## src/rtl/slow_clk_pkg.sv

```systemverilog
`default_nettype none
// ============================================================================
//  slow_clk_pkg : shared state encoding and 100 MHz board defaults
//  Rev 1.0
// ============================================================================
package slow_clk_pkg;

    typedef enum logic [1:0] {
        IDLE   = 2'd0,
        ARMED  = 2'd1,
        LOCKED = 2'd2,
        LOST   = 2'd3
    } state_t;

    localparam int DEF_CNT_W   = 27;
    localparam int DEF_EXPECT  = 100_000_000;
    localparam int DEF_TOL     = 1_000;
    localparam int DEF_TIMEOUT = 120_000_000;

endpackage : slow_clk_pkg
`default_nettype wire

```

## src/rtl/sync_edge_det.sv

```systemverilog
`default_nettype none
// ============================================================================
//  sync_edge_det : 2-flop synchroniser plus rising-edge detector
//  Rev 1.0
// ============================================================================
module sync_edge_det (
    input  logic clk,
    input  logic rst,
    input  logic d_i,
    output logic s1_o,
    output logic rise_o
);

    logic s0_q;
    logic s1_q;
    logic prev_q;

    always_ff @(posedge clk or negedge rst) begin
        if (!rst) begin
            s0_q   <= 1'b0;
            s1_q   <= 1'b0;
            prev_q <= 1'b0;
        end else begin
            s0_q   <= d_i;
            s1_q   <= s0_q;
            prev_q <= s1_q;
        end
    end

    assign s1_o   = s1_q;
    assign rise_o = s1_q & ~prev_q;

endmodule : sync_edge_det
`default_nettype wire

```

## src/rtl/slow_clk_meter.sv

```systemverilog
`default_nettype none
// ============================================================================
//  slow_clk_meter : measures period/high time of a slow input, flags
//                   tolerance, lock and loss of the input
//  Rev 1.0
// ============================================================================
module slow_clk_meter
    import slow_clk_pkg::*;
#(
    parameter int CNT_W   = DEF_CNT_W,
    parameter int EXPECT  = DEF_EXPECT,
    parameter int TOL     = DEF_TOL,
    parameter int TIMEOUT = DEF_TIMEOUT
) (
    input  logic             clk,
    input  logic             rst,
    input  logic             sig_in,
    output logic [CNT_W-1:0] period,
    output logic [CNT_W-1:0] high_time,
    output logic             period_vld,
    output logic             in_tol,
    output logic             locked,
    output logic             lost
);

    localparam logic [CNT_W:0]   C_EXPECT     = (CNT_W+1)'(EXPECT);
    localparam logic [CNT_W:0]   C_TOL        = (CNT_W+1)'(TOL);
    localparam logic [CNT_W-1:0] C_TIMEOUT_M1 = CNT_W'(TIMEOUT - 1);

    logic s1;
    logic rise;

    sync_edge_det u_sync (
        .clk    (clk),
        .rst    (rst),
        .d_i    (sig_in),
        .s1_o   (s1),
        .rise_o (rise)
    );

    state_t           state_q;
    logic [CNT_W-1:0] cnt_q;
    logic [CNT_W-1:0] hcnt_q;
    logic [CNT_W-1:0] period_q;
    logic [CNT_W-1:0] high_q;
    logic             vld_q;
    logic             in_tol_q;
    logic             locked_q;
    logic             lost_q;

    logic [CNT_W:0]   per_d;
    logic [CNT_W:0]   dev_d;
    logic             in_tol_d;
    logic             timeout_d;

    // One extra bit keeps the deviation from wrapping for any period value.
    assign per_d     = {1'b0, cnt_q} + (CNT_W+1)'(1);
    assign dev_d     = (per_d >= C_EXPECT) ? (per_d - C_EXPECT) : (C_EXPECT - per_d);
    assign in_tol_d  = (dev_d <= C_TOL);
    assign timeout_d = (cnt_q == C_TIMEOUT_M1);

    always_ff @(posedge clk or negedge rst) begin
        if (!rst) begin
            state_q  <= IDLE;
            cnt_q    <= '0;
            hcnt_q   <= '0;
            period_q <= '0;
            high_q   <= '0;
            vld_q    <= 1'b0;
            in_tol_q <= 1'b0;
            locked_q <= 1'b0;
            lost_q   <= 1'b0;
        end else begin
            vld_q <= 1'b0;
            // The rise cycle already has s1=1, so the high counter restarts at 1.
            case (state_q)
                IDLE: begin
                    if (rise) begin
                        state_q <= ARMED;
                        cnt_q   <= '0;
                        hcnt_q  <= CNT_W'(1);
                    end
                end
                ARMED, LOCKED: begin
                    if (rise) begin
                        period_q <= per_d[CNT_W-1:0];
                        high_q   <= hcnt_q;
                        vld_q    <= 1'b1;
                        in_tol_q <= in_tol_d;
                        locked_q <= 1'b1;
                        state_q  <= LOCKED;
                        cnt_q    <= '0;
                        hcnt_q   <= CNT_W'(1);
                    end else if (timeout_d) begin
                        state_q  <= LOST;
                        lost_q   <= 1'b1;
                        locked_q <= 1'b0;
                    end else begin
                        cnt_q <= cnt_q + CNT_W'(1);
                        if (s1) begin
                            hcnt_q <= hcnt_q + CNT_W'(1);
                        end
                    end
                end
                LOST: begin
                    if (rise) begin
                        lost_q  <= 1'b0;
                        state_q <= ARMED;
                        cnt_q   <= '0;
                        hcnt_q  <= CNT_W'(1);
                    end
                end
                default: state_q <= IDLE;
            endcase
        end
    end

    assign period     = period_q;
    assign high_time  = high_q;
    assign period_vld = vld_q;
    assign in_tol     = in_tol_q;
    assign locked     = locked_q;
    assign lost       = lost_q;

endmodule : slow_clk_meter
`default_nettype wire

```

## config.mk

```make
export PLATFORM = sky130hd
export DESIGN_NAME = slow_clk_meter
export DESIGN_NICKNAME = d
export VERILOG_FILES = /design/src/rtl/slow_clk_pkg.sv /design/src/rtl/sync_edge_det.sv /design/src/rtl/slow_clk_meter.sv
export SDC_FILE = /design/constraint.sdc
export NUM_CORES = 1
export LEC_CHECK = 0
export ABC_AREA = 1
export BUFFER_PORTS_ARGS = -buffer_cell sky130_fd_sc_hd__buf_2
export CAP_MARGIN = 20
export CORE_ASPECT_RATIO = 1.25
export CORE_MARGIN = 2
export CORE_UTILIZATION = 55
export DETAILED_ROUTE_END_ITERATION = 6
export HOLD_SLACK_MARGIN = 0.02
export PLACE_DENSITY = 0.74
export SLEW_MARGIN = 20
export SYNTH_ARGS = -nofsm -noshare
export SYNTH_HDL_FRONTEND = slang
export SYNTH_SLANG_ARGS = --single-unit
```

## constraint.sdc

```tcl
create_clock -name clk -period 4.13 [get_ports clk]
set_clock_uncertainty 0.1 [all_clocks]
set_input_delay 0.826 -clock clk [delete_from_list [all_inputs] [get_ports clk]]
set_output_delay 0.826 -clock clk [all_outputs]
set_load 0.02 [all_outputs]
```

==> results of run 1 <==
metrics by stage:
stage,std cells,utilization (%),setup slack [ns],hold slack (ns),cell area [sq um]
2_1_floorplan,1022,-,1.46,0.231,7230
3_3_place_gp,1240,60.6,0.936,0.235,7740
3_5_place_dp,1240,60.6,0.897,0.236,7740
4_1_cts,1272,65.2,0.884,0.249,8330
5_1_grt,1272,65.2,0.556,0.258,8330
6_report,1272,65.2,0.813,0.250,8330
cell families (layout without fill, tap and decap cells):
family / after synthesis / in the layout / share of synthesized area, %
compound gates: 143 / 143 / 11.3
xor+xnor: 14 / 14 / 1.70
fa+ha+maj: 5 / 5 / 0.865
buf+inv: 125 / 207 / 6.52
flops: 117 / 117 / 40.5
simple gates: 618 / 618 / 39.1
final cells by class:
type                       count  area, sq um
clock inverter                14          144
inverter                     108          408
clock buffer                  18          439
tap                          168          210
fill                        1175         4450
sequential                   117         2930
timing repair buffer          67          368
multi-input combinational    780         3830
layer usage:
layer	GRT usage (%)	wire (um)
met1	36.6	8240
met2	53.3	10500
met3	6.33	1260
met4	15.7	989
met5	0	0
worst paths after layout:
| kind | start | endpoint | slack [ns] | depth (start not counted) |
|---|---|---|---|---|
| max reg2reg | cnt_q[0]$_DFFE_PN0P_ | in_tol$_DFFE_PN0P_ | 0.81 | 22 |
| min | u_sync.s0_q$_DFF_PN0_ | u_sync.s1_o$_DFF_PN0_ | 0.25 | 0 |
| min reg2reg | u_sync.s0_q$_DFF_PN0_ | u_sync.s1_o$_DFF_PN0_ | 0.25 | 0 |
| max | cnt_q[0]$_DFFE_PN0P_ | in_tol$_DFFE_PN0P_ | 0.81 | 22 |
| min in group asynchronous | rst | period[7]$_DFFE_PN0P_ | 0.30 | 1 |
| max in group asynchronous | rst | cnt_q[20]$_DFFE_PN0P_ | 2.80 | 2 |
sequential cells by signal (all words and copies together) (netlist names), 2 cells and up:
name	cells
state_q	2
period	27
high_time	27
hcnt_q	27
cnt_q	27
cells in the final DEF (no fill, tap or decap), types with 5 or more instances in the layout:
master / instances
sky130_fd_sc_hd__nand2_1: 327
sky130_fd_sc_hd__dfrtp_1: 117
sky130_fd_sc_hd__nor2_1: 107
sky130_fd_sc_hd__inv_1: 91
sky130_fd_sc_hd__o21ai_0: 68
sky130_fd_sc_hd__nand3_1: 66
sky130_fd_sc_hd__buf_2: 59
sky130_fd_sc_hd__nand2_2: 32
sky130_fd_sc_hd__o22ai_1: 27
sky130_fd_sc_hd__nor2_2: 21
sky130_fd_sc_hd__a21oi_1: 21
sky130_fd_sc_hd__nor3_1: 20
sky130_fd_sc_hd__clkbuf_16: 17
sky130_fd_sc_hd__nand4_1: 16
sky130_fd_sc_hd__inv_2: 12
sky130_fd_sc_hd__xor2_1: 12
sky130_fd_sc_hd__nor2_4: 9
sky130_fd_sc_hd__o21ai_1: 9
sky130_fd_sc_hd__o21a_1: 7
sky130_fd_sc_hd__buf_4: 7
sky130_fd_sc_hd__nand2_4: 6
sky130_fd_sc_hd__ha_1: 5
report_power, final:
part | internal, W | switching [W] | total [W]
sequential | 0.00122 | 0.0000584 | 0.00128
combinational | 0.000194 | 0.000551 | 0.000745
clock | 0.000861 | 0.000616 | 0.00148
total | 0.00227 | 0.00123 | 0.00350
critical path, stage by stage (launching register included):
cell and delay, ns:
sky130_fd_sc_hd__dfrtp_1 0.42, sky130_fd_sc_hd__ha_1 0.26, sky130_fd_sc_hd__nand2_2 0.21, sky130_fd_sc_hd__nor2_8 0.08, sky130_fd_sc_hd__nand2_4 0.13, sky130_fd_sc_hd__clkinv_1 0.14, sky130_fd_sc_hd__nand2_1 0.10, sky130_fd_sc_hd__nand2_2 0.12
sky130_fd_sc_hd__inv_2 0.16, sky130_fd_sc_hd__ha_1 0.26, sky130_fd_sc_hd__inv_1 0.10, sky130_fd_sc_hd__o21ai_0 0.19, sky130_fd_sc_hd__nand2_1 0.11, sky130_fd_sc_hd__o21ai_1 0.16, sky130_fd_sc_hd__nand2_1 0.14, sky130_fd_sc_hd__nand2_1 0.09
sky130_fd_sc_hd__nand2_1 0.05, sky130_fd_sc_hd__nand2_1 0.06, sky130_fd_sc_hd__nor2_1 0.04, sky130_fd_sc_hd__nand3_1 0.07, sky130_fd_sc_hd__nand2_1 0.07, sky130_fd_sc_hd__nand4_1 0.08, sky130_fd_sc_hd__nand2_1 0.06
==> results by group, run 1 <==
Outcome
  – Outcome: finished clean

Drt
  – Count of TritonRoute iterations in the first routing pass: 6
  – Number of design-rule violations left by the first detailed-router iteration: 566
  – Number of vias in the routed layout: 7,085
  – Detailed-route DRC error count: 0
  – Avg WL per Cell: 16.5 um
  – WL final: 21.0 mm
  – Average via count per standard cell: 5.57
  – Antenna-violating nets left: 0

Synth
  – Post-synthesis cell count: 1,022
  – Fraction of the yosys area taken by sequential cells: 40.5%
  – Area of the mapped netlist: 7230 sq um
  – Commonest cells in the synthesized netlist: sky130_fd_sc_hd__nand2_1, sky130_fd_sc_hd__dfrtp_1, sky130_fd_sc_hd__nor2_1
  – Number of library cell types mapped by synthesis: 35
  – Top area cells in the synthesized netlist: sky130_fd_sc_hd__dfrtp_1, sky130_fd_sc_hd__nand2_1, sky130_fd_sc_hd__nor2_1, sky130_fd_sc_hd__inv_1, sky130_fd_sc_hd__o21ai_0
  – Number of register bits inferred by synthesis: 117
  – Synthesis Warnings: 0
  – Per-instance average area after synthesis: 7.07 sq um
  – Biggest area consumer among synthesized cells: sky130_fd_sc_hd__dfrtp_1
  – Top-area cell type share of the netlist area: 40.5%
  – Commonest register cell after synthesis: sky130_fd_sc_hd__dfrtp_1
  – Fraction of registers with async set/reset: 100%
  – Syn nets: 1,030
  – Most frequent cell after synthesis: sky130_fd_sc_hd__nand2_1
  – Count of flip-flops with a built-in enable after synthesis: 0

Finish
  – Area added between synthesis and finish: 15.2%
  – Number of nets in the layout: 1,099
  – Fraction of final layout cells sized beyond drive strength 1: 17.8%
  – # diodes: 0

Pwr
  – Leakage: 3.92 nW
  – PnR Total Power: 0.00350 W
  – IR drop worst, VDD: 0.000361 V
  – Power Dens Cells: 420 nW/um^2

Worst hold path
  – Class of the tightest hold or removal check: register to register

Floorplanning
  – Core Region: 12,800 sq um
  – Number of rows created at floorplan: 46
  – Number of top-level design ports: 61
  – Initial Util: 56.6%
  – Die footprint: 14,100 sq um
  – Chip height: 132 um
  – Horiz. Die Dim: 107 um

Clock network
  – Count of hold buffers inserted by post-cts repair: 0
  – CTS tree: done
  – Number of H-tree branching levels: 4
  – Number of buffers created by CTS: 17
  – Clock Pin Slew Worst Setup and Hold Paths: 0.06 ns
  – Clock root cell: sky130_fd_sc_hd__clkbuf_16
  – Deepest clock path buffer count: 2
  – Clock tree sinks: 117
  – Buffers inserted during post-CTS setup optimization: 0
  – Post-CTS sizing: 0
  – Clock Latency Late Sink: 0.42 ns

Timing
  – Ratio of final minimum period to clock period: 80.3%
  – Final count of negative-setup-slack endpoints: 0
  – Least-Margin Pin Slew: 0.611 ns
  – Max-Slew Margin vs Limit: 59.2%
  – Final-report max-slew violation count: 0
  – RSZ-0062 raised after global routing: false
  – Total negative slack for setup checks: 0 ns
  – Hold violation total from the final report: 0
  – Max Fclk: 301 MHz
  – Post-layout min period: 3.32 ns

Placement
  – Number of port buffers: 60
  – Total half-perimeter wirelength after legalization and detailed placement: 15.6 mm
  – RePlAce Congestion: 0.945

Job
  – Number of max-capacitance violations reported: 0

Global routing
  – Pin count of the biggest net entering global routing: 77
  – Via count of the first global-routing pass: 6,739
  – Initial antenna violation count: 0
  – Total global routing track utilization: 31.1%
  – Wire length of the first global-routing pass: 34.0 mm
  – Total overflow reported by the global router: 0

Worst setup path
  – Maximum fanout count along the critical path: 7
  – Critical path start-end classification: register to register
  – Arrival time worst endpoint: 3.53 ns
  – Critical Path End Type: register
  – CP Launch Type: register
  – Data required time at the worst endpoint: 4.34 ns
No activity file was read; power rests on OpenSTA's default activity.
==> run 2: changes to the inputs <==
Clock period 4.13 ns to 3.35 ns, I/O delays scaled along.
==> run 2 against run 1 <==
Net effect:
- sequential power is 23% higher
- sequential cell count is the same
- first-iteration DRC count increased by 14%
- total power up 21%
- clock power rose by 16%
- largest cell class unchanged
- cell count is 0.39% higher
- highest routed layer unchanged
- maximum frequency rose by 7.1%
- clock-buffer cell count increased by 2
==> results by group, run 2 (synthesis gave the netlist of run 1 again) <==
Floorplanning
  – Core Region: 12,800 sq um
  – Number of rows created at floorplan: 46
  – Horiz. Die Dim: 107 um
  – Chip height: 132 um
  – Die footprint: 14,100 sq um
  – Number of top-level design ports: 61
  – Initial Util: 56.6%

Pwr
  – IR drop worst, VDD: 0.000353 V
  – Leakage: 3.93 nW
  – Switching fraction of total power: 34.2%
  – Cell-internal power: 0.00279 W
  – Part of the power in registers: 37.2%
  – Power Dens Cells: 508 nW/um^2
  – Gate power share: 22.2%
  – Share of power burned in the clock network: 40.6%
  – Power spent charging and discharging nets: 0.00145 W

Drt
  – WL final: 21.7 mm
  – Avg WL per Cell: 17.0 um
  – Number of design-rule violations left by the first detailed-router iteration: 648
  – Count of TritonRoute iterations in the first routing pass: 5
  – Average via count per standard cell: 5.50
  – Detailed-route DRC error count: 0
  – Antenna-violating nets left: 0
  – Number of vias in the routed layout: 7,029

Job
  – Number of max-capacitance violations reported: 0

Timing
  – RSZ-0062 raised after global routing: false
  – Hold violation total from the final report: 0
  – Final-report max-slew violation count: 0
  – Ratio of final minimum period to clock period: 92.5%
  – Final count of negative-setup-slack endpoints: 0
  – Least-Margin Pin Slew: 0.533 ns
  – Post-layout min period: 3.10 ns
  – Total negative slack for setup checks: 0 ns
  – Max Fclk: 323 MHz
  – Max-Slew Margin vs Limit: 64.5%

Worst setup path
  – R2r startpoint: cnt_q[0]$_DFFE_PN0P_
  – Reg2reg end: in_tol$_DFFE_PN0P_
  – Maximum fanout count along the critical path: 7
  – CP Launch Type: register
  – Arrival time worst endpoint: 3.36 ns
  – Data required time at the worst endpoint: 3.61 ns
  – Number of cell instances on the worst register-to-register path: 21
  – Start point of the critical path: cnt_q[0]$_DFFE_PN0P_
  – Critical Path End Type: register
  – Critical path start-end classification: register to register
  – Setup slack, reg-to-reg: 0.25 ns

Outcome
  – Outcome: finished clean

Finish
  – # diodes: 0
  – Fillers: 1,182
  – Number of nets in the layout: 1,104
  – Highest-count cells in the layout ignoring fill and taps: sky130_fd_sc_hd__nand2_1, sky130_fd_sc_hd__dfrtp_1, sky130_fd_sc_hd__nor2_1
  – Leading cell type in the layout, fill and taps excluded: sky130_fd_sc_hd__nand2_1
  – Cell area after layout: 8350 sq um
  – Area added between synthesis and finish: 15.5%
  – Fraction of final layout cells sized beyond drive strength 1: 18.1%
  – Non-filler instance count after layout: 1,277

Global routing
  – Total global routing track utilization: 32.3%
  – Total overflow reported by the global router: 0
  – Pin count of the biggest net entering global routing: 109
  – Via count of the first global-routing pass: 6,954
  – Initial antenna violation count: 0
  – Wire length of the first global-routing pass: 35.2 mm

Placement
  – Total half-perimeter wirelength after legalization and detailed placement: 16.1 mm
  – Area after detailed placement: 7790 sq um
  – RePlAce Congestion: 1.03
  – Number of placed instances, taps included: 1,245
  – Number of port buffers: 60

Clock network
  – CTS tree: done
  – Clock tree sinks: 117
  – Post-CTS sizing: 0
  – Number of H-tree branching levels: 4
  – Clock Latency Late Sink: 0.42 ns
  – Deepest clock path buffer count: 2
  – Number of buffers created by CTS: 17
  – Clock Pin Slew Worst Setup and Hold Paths: 0.06 ns
  – Clock root cell: sky130_fd_sc_hd__clkbuf_16
  – Count of hold buffers inserted by post-cts repair: 0
  – Buffers inserted during post-CTS setup optimization: 0

Worst hold path
  – Class of the tightest hold or removal check: input port to asynchronous set/reset pin
## run 2: changes by cell type in the layout (fill, tap and decap cells not counted), sizes merged
cell	before	now
clkbuf	18	20
clkinv	7	8
inv	110	106
buf	67	72
clkinvlp	4	5
## run 2: cell type report
type / count / area (sq um) / share of cell area, %
clock buffer: 20 / 447 / 5.35
inverter: 108 / 408 / 4.89
clock inverter: 12 / 105 / 1.26
multi-input combinational: 780 / 3830 / 45.9
tap: 168 / 210 / 2.52
sequential: 117 / 2930 / 35.1
timing repair buffer: 72 / 418 / 5.01
## run 2: worst max-delay path, cell delays in order, from the launching register on
cell and delay, ns:
sky130_fd_sc_hd__dfrtp_2 0.43, sky130_fd_sc_hd__ha_2 0.22, sky130_fd_sc_hd__nand2_2 0.17, sky130_fd_sc_hd__nor2_8 0.07
sky130_fd_sc_hd__nand2_4 0.13, sky130_fd_sc_hd__clkinv_1 0.12, sky130_fd_sc_hd__nand2_1 0.09, sky130_fd_sc_hd__nand2_2 0.10
sky130_fd_sc_hd__inv_2 0.14, sky130_fd_sc_hd__ha_1 0.26, sky130_fd_sc_hd__inv_1 0.10, sky130_fd_sc_hd__o21ai_0 0.16
sky130_fd_sc_hd__nand2_1 0.09, sky130_fd_sc_hd__o21ai_1 0.14, sky130_fd_sc_hd__nand2_1 0.13, sky130_fd_sc_hd__nand3_1 0.10
sky130_fd_sc_hd__nand3_1 0.08, sky130_fd_sc_hd__nor2_1 0.09, sky130_fd_sc_hd__nand3_1 0.07, sky130_fd_sc_hd__nand2_1 0.09
sky130_fd_sc_hd__nand4_1 0.09, sky130_fd_sc_hd__nand2_1 0.06
## run 2: through the flow
| step | power, W | hold slack [ns] | util (%) | worst slack, ns |
|---|---|---|---|---|
| 5_1_grt | 0.00442 | 0.173 | 65.3 | 0.00512 |
| 3_5_place_dp | 0.00252 | 0.238 | 61.0 | 0.215 |
| 4_1_cts | 0.00424 | 0.142 | 65.3 | 0.204 |
| 2_1_floorplan | 0.00220 | 0.231 | - | 0.683 |
| 6_report | 0.00424 | 0.135 | 65.3 | 0.252 |
| 3_3_place_gp | 0.00251 | 0.233 | 61.0 | 0.305 |
## run 2: worst max path at each step
stage | end | slack [ns] | depth (start not counted)
floorplan | in_tol$_DFFE_PN0P_ | 0.68 | 21
global placement | in_tol$_DFFE_PN0P_ | 0.31 | 21
detailed placement | in_tol$_DFFE_PN0P_ | 0.22 | 21
CTS | in_tol$_DFFE_PN0P_ | 0.20 | 21
global route | in_tol$_DFFE_PN0P_ | 0.005 | 24
finish | in_tol$_DFFE_PN0P_ | 0.25 | 21
## run 2: power by group through the flow
stage / Sequential (W) / Combinational (W) / Clock, W
2_1_floorplan: 0.00164 / 0.000560 / 0
3_3_place_gp: 0.00160 / 0.000909 / 0
3_5_place_dp: 0.00160 / 0.000918 / 0
4_1_cts: 0.00158 / 0.000925 / 0.00174
5_1_grt: 0.00159 / 0.00103 / 0.00180
6_report: 0.00158 / 0.000939 / 0.00172
## run 2: metal layers
layer | GRT usage, % | wire (um) | vias to the layer above
li1 | - | - | 3458
met1 | 39.5 | 8790 | 3264
met2 | 55.2 | 10800 | 255
met3 | 6.23 | 1370 | 52
met4 | 13.9 | 829 | 0
met5 | 0 | 0 | -
